`config.mk`:
```
export PLATFORM = sky130hd
export DESIGN_NAME = axi_rd_arbiter
export DESIGN_NICKNAME = d
export VERILOG_FILES = /design/src/rtl/axi_rd_arbiter.sv
export SDC_FILE = /design/constraint.sdc
export NUM_CORES = 1
export LEC_CHECK = 0
export BUFFER_PORTS_ARGS = -buffer_cell sky130_fd_sc_hd__clkbuf_2
export CAP_MARGIN = 40
export CORE_AREA = 5 5 142 144
export DETAILED_ROUTE_END_ITERATION = 10
export DIE_AREA = 0 0 147 149
export SLEW_MARGIN = 20
export SYNTH_ARGS = -nofsm -noshare
export SYNTH_HDL_FRONTEND = slang
export SYNTH_SLANG_ARGS = --single-unit
```
`constraint.sdc`:
```
create_clock -name aclk -period 1.6 [get_ports aclk]
set_input_delay 0.32 -clock aclk [delete_from_list [all_inputs] [get_ports aclk]]
set_output_delay 0.32 -clock aclk [all_outputs]
set_load 0.01 [all_outputs]
```
`src/rtl/axi_rd_arbiter.sv`:
```
// axi_rd_arbiter: two-master round-robin AR/R arbiter, one outstanding read, sticky beat-count check
// Ports: aclk/aresetn clock and async active-low reset; m0_*/m1_* master AR inputs, AR ready,
// R outputs and R ready; s_* shared slave AR/R port; grant = current/last granted master,
// busy = transaction in progress, burst_err = sticky beat-count mismatch.
module axi_rd_arbiter #(
  parameter int ADDR_W = 32,
  parameter int DATA_W = 64,
  parameter int ID_W   = 4
) (
  input  logic              aclk,
  input  logic              aresetn,
  input  logic [ADDR_W-1:0] m0_araddr,
  input  logic [ID_W-1:0]   m0_arid,
  input  logic [7:0]        m0_arlen,
  input  logic [2:0]        m0_arsize,
  input  logic [1:0]        m0_arburst,
  input  logic              m0_arvalid,
  output logic              m0_arready,
  output logic [DATA_W-1:0] m0_rdata,
  output logic [ID_W-1:0]   m0_rid,
  output logic [1:0]        m0_rresp,
  output logic              m0_rlast,
  output logic              m0_rvalid,
  input  logic              m0_rready,
  input  logic [ADDR_W-1:0] m1_araddr,
  input  logic [ID_W-1:0]   m1_arid,
  input  logic [7:0]        m1_arlen,
  input  logic [2:0]        m1_arsize,
  input  logic [1:0]        m1_arburst,
  input  logic              m1_arvalid,
  output logic              m1_arready,
  output logic [DATA_W-1:0] m1_rdata,
  output logic [ID_W-1:0]   m1_rid,
  output logic [1:0]        m1_rresp,
  output logic              m1_rlast,
  output logic              m1_rvalid,
  input  logic              m1_rready,
  output logic [ADDR_W-1:0] s_araddr,
  output logic [ID_W-1:0]   s_arid,
  output logic [7:0]        s_arlen,
  output logic [2:0]        s_arsize,
  output logic [1:0]        s_arburst,
  output logic              s_arvalid,
  input  logic              s_arready,
  input  logic [DATA_W-1:0] s_rdata,
  input  logic [ID_W-1:0]   s_rid,
  input  logic [1:0]        s_rresp,
  input  logic              s_rlast,
  input  logic              s_rvalid,
  output logic              s_rready,
  output logic              grant,
  output logic              busy,
  output logic              burst_err
);
  typedef enum logic [1:0] {IDLE, ADDR, DATA} state_t;
  state_t     r_state;
  logic       r_grant, r_ptr, r_err;
  logic [7:0] r_beat, r_len;
  logic       w_arb, w_addr, w_data, w_beat;
  // both requesting: the pointer decides; otherwise whichever master is asking
  assign w_arb  = (m0_arvalid & m1_arvalid) ? r_ptr : m1_arvalid;
  assign w_addr = r_state == ADDR;
  assign w_data = r_state == DATA;
  assign w_beat = s_rvalid & s_rready;
  // payload source follows the registered grant only
  assign s_araddr   = r_grant ? m1_araddr  : m0_araddr;
  assign s_arid     = r_grant ? m1_arid    : m0_arid;
  assign s_arlen    = r_grant ? m1_arlen   : m0_arlen;
  assign s_arsize   = r_grant ? m1_arsize  : m0_arsize;
  assign s_arburst  = r_grant ? m1_arburst : m0_arburst;
  assign s_arvalid  = w_addr & (r_grant ? m1_arvalid : m0_arvalid);
  assign m0_arready = w_addr & ~r_grant & s_arready;
  assign m1_arready = w_addr & r_grant & s_arready;
  assign s_rready   = w_data & (r_grant ? m1_rready : m0_rready);
  assign m0_rvalid  = w_data & ~r_grant & s_rvalid;
  assign m1_rvalid  = w_data & r_grant & s_rvalid;
  assign m0_rdata   = s_rdata;
  assign m0_rid     = s_rid;
  assign m0_rresp   = s_rresp;
  assign m0_rlast   = s_rlast;
  assign m1_rdata   = s_rdata;
  assign m1_rid     = s_rid;
  assign m1_rresp   = s_rresp;
  assign m1_rlast   = s_rlast;
  assign grant      = r_grant;
  assign busy       = r_state != IDLE;
  assign burst_err  = r_err;
  always_ff @(posedge aclk or negedge aresetn) begin
    if (!aresetn) begin
      r_state <= IDLE;
      r_grant <= 1'b0;
      r_ptr   <= 1'b0;
      r_err   <= 1'b0;
      r_beat  <= 8'd0;
      r_len   <= 8'd0;
    end else begin
      case (r_state)
        IDLE: if (m0_arvalid | m1_arvalid) begin
          r_grant <= w_arb;
          r_state <= ADDR;
        end
        ADDR: if (s_arvalid & s_arready) begin
          r_len   <= s_arlen;
          r_beat  <= 8'd0;
          r_state <= DATA;
        end
        DATA: if (w_beat) begin
          if (s_rlast) begin
            r_err   <= r_err | (r_beat != r_len);
            r_ptr   <= ~r_grant;
            r_state <= IDLE;
          end else begin
            // a non-final beat once len_q beats are already counted means an overlong burst
            r_err  <= r_err | (r_beat == r_len);
            r_beat <= r_beat + {7'd0, r_beat != 8'hff};
          end
        end
        default: r_state <= IDLE;
      endcase
    end
  end
endmodule

```
==> impl_metrics.ini <==
[clock_network]
cts_made_buffers = 3
cts_sinks = 21
clk_latency_ns = 0.25
h-tree-depth = 1
clk_pin_slew_ns = 0.06
cts_root_buf = clkbuf_16
cts_tree = built
clk_path_buf_depth = 2

[worst_setup_path]
rr_startpoint = grant
cp-end-kind = register
critPathRequiredTime_ns = 1.79
crit_start = grant
r2r_slack_ns = -0.21
critical_path.max_fanout = 4
cp.arrival_ns = 2.00
critPathLaunchType = register
crit_type = register to register

[logic_synthesis]
seq_area_frac_synth = 0.1905
synth_top_family_by_area = buffers and inverters
synth-edff-count = 0
ys_types = 31
synth_top_area_share = 0.3864
synth_xor_area_frac = 0.02540
netlist_area_sq_um = 2759
yosysTopAreaCell = buf_4
yosys.area_share.simple = 0.07982
synth-main-ff-cell = dfrtp_1
syn_inst = 309
synthTopCellsByArea = buf_4 39%, mux2_2 24%, dfrtp_1 19%, xor2_1 2.5%, o21ai_0 2.2%
synth-seq-cells = 21
yosys_warnings = 0
yosys.cell_count.top_type = buf_4
synth_commonest_cells = 142 x buf_4, 58 x mux2_2, 21 x dfrtp_1
synth_fa_ha_area_frac = 0.009070
syn_avg_cell_area_sq_um = 8.928
synth.mux.area_fraction = 0.2440
async_flop_share = 1.000
synth_nets = 488
synth_compound_area_frac = 0.04127

[layout]
fin_area_sq_um = 3765
layout-area-overhead-vs-synth_pct = 36.46
nFillCells = 2053
multi_input_area_sq_um = 1375
diodes = 0
final_nets = 546
drive_gt1_frac = 0.7978
regArea_sq_um = 526.8

[floorplan]
die_area_sq_um = 21900
die_h_um = 149
fp.dieW_um = 147
core_area_sq_um = 18580
rows = 50
ios = 377
start_util = 0.1485

[power]
ir_drop_mv = 0.7414
p_leak_uw = 0.001877
power_density_nw_per_um2 = 1474
total_power_uw = 5550

[route]
drtAntennaViolNets = 0
drc = 0
drt_iter0_drc = 104
routed_via_density = 3.808
wirelength_mm = 10.67
dr.pass1.iters = 4
num_vias = 2285
wire_per_inst_um = 17.78

[timing]
slew_violations = 0
max_freq_ghz = 0.5533
period_share = 1.130
rsz0062_at_grt = yes
fin_ws_ns = -0.2075
hold_viol = 0
finalSetupViolations = 66
tns_ns = -9.038
skew_ns = 0.001517
fin_crit_ns = 1.807
slew_headroom = 0.6208
worst_pin_slew_ns = 0.5689

[grt]
grt_first_pass_wirelength_mm = 14.46
grt_overflow = 0
grt_util_all_layers = 0.08666
grt_pass1_vias = 2349
grt_max_degree = 26
antenna_found_initial = 0

[run_status]
violations = negative setup slack
outcome = complete, but fails checks

[job]
maxCapViolations = 0

[placed_design]
place_area_sq_um = 2970
io_buffer_count = 166
hpwlAfterDp_mm = 8.132
gp_congestion = 0.7952

[worst_hold_path]
hp-class = primary input to async pin
path summary, 6_finish.rpt:
path / end / cells past startpoint
max: r_beat[4] / 6
min: r_len[0] / 1
max reg2reg: r_beat[4] / 6
min reg2reg: r_ptr / 1
max in group asynchronous: grant / 1
min in group aclk: grant / 2
area by class of cell:
type                       instances  area share
multi-input combinational        132      0.3652
clock buffer                       3     0.01994
inverter                           2    0.005317
clock inverter                     1    0.001329
timing repair buffer             207      0.3905
sequential                        21      0.1399
tap                              234     0.07777
logic make-up after synthesis:
| family | Yosys count |
|---|---|
| AOI/OAI and AO/OA | 20 |
| xor gates and xnor gates | 8 |
| adders and majority gates | 2 |
| buffers and inverters | 156 |
| DFF | 21 |
| muxes | 60 |
| and+or+nand+nor | 42 |
layer usage:
layer	vias to the layer above	global-route usage	part of all wire
li1	1016	-	-
met1	1048	0.1025	0.37
met2	173	0.1268	0.45
met3	46	0.04892	0.13
met4	2	0.03681	0.039
met5	-	0.02045	0.0059
report_power, final:
part           internal, uW  switching, uW  total (uW)
Clock                   336            203         539
Combinational          2380           1770        4150
Sequential              722            141         863
Total                  3430           2120        5550
sequential cells by signal, summed over array words and instances, names as in the netlist:
signal     count
r_beat         8
r_state        2
r_len          8
burst_err      1
r_ptr          1
grant          1
stage by stage:
step / utilization / setup slack (ns) / hold WS [ns] / instances
detailed placement: 0.1599 / -0.02423 / 0.3439 / 577
CTS: 0.1827 / -0.1990 / 0.07022 / 596
finish: 0.2026 / -0.2075 / 0.04595 / 600
global route: 0.2026 / -0.2593 / 0.09501 / 600
global placement: 0.1599 / -0.01498 / 0.3376 / 577
floorplan: - / -0.07108 / 0.02441 / 309
layout by cell type (no fill, tap or decap), types with 2 or more instances in the layout:
cell type  instances
a21oi_1            2
nand3_1            3
o21ai_2            5
nor3_1             2
nand3b_1           2
nand2_1            9
nor2_4             5
buf_2              2
clkbuf_2         135
buf_12             4
dfrtp_1           20
mux2_2            28
and3_1             3
nor4_1             2
buf_16             3
mux2i_4            2
o21ai_1            7
xor2_1             8
and4_1             2
ha_4               2
nand4_1            2
nor2_1             3
buf_4             28
mux2_4            30
a31oi_1            3
clkbuf_16          4
buf_6             33
worst max-delay path: stages (launching register included):
cell and delay [ns]:
dfrtp_2 0.46, buf_6 0.14, buf_6 0.11, mux2i_4 0.18, o32a_1 0.33, or4_1 0.43, nand3_1 0.09
timing repair:
action | CTS | global route
hold buffers | 0 | 0
pin swaps | 9 | 11
buffers inserted | 11 | 4
gates cloned | 4 | 1
setup endpoints to repair | 57 | 74
resized for setup | 50 | 100
No activity file was read; power rests on OpenSTA's default activity.
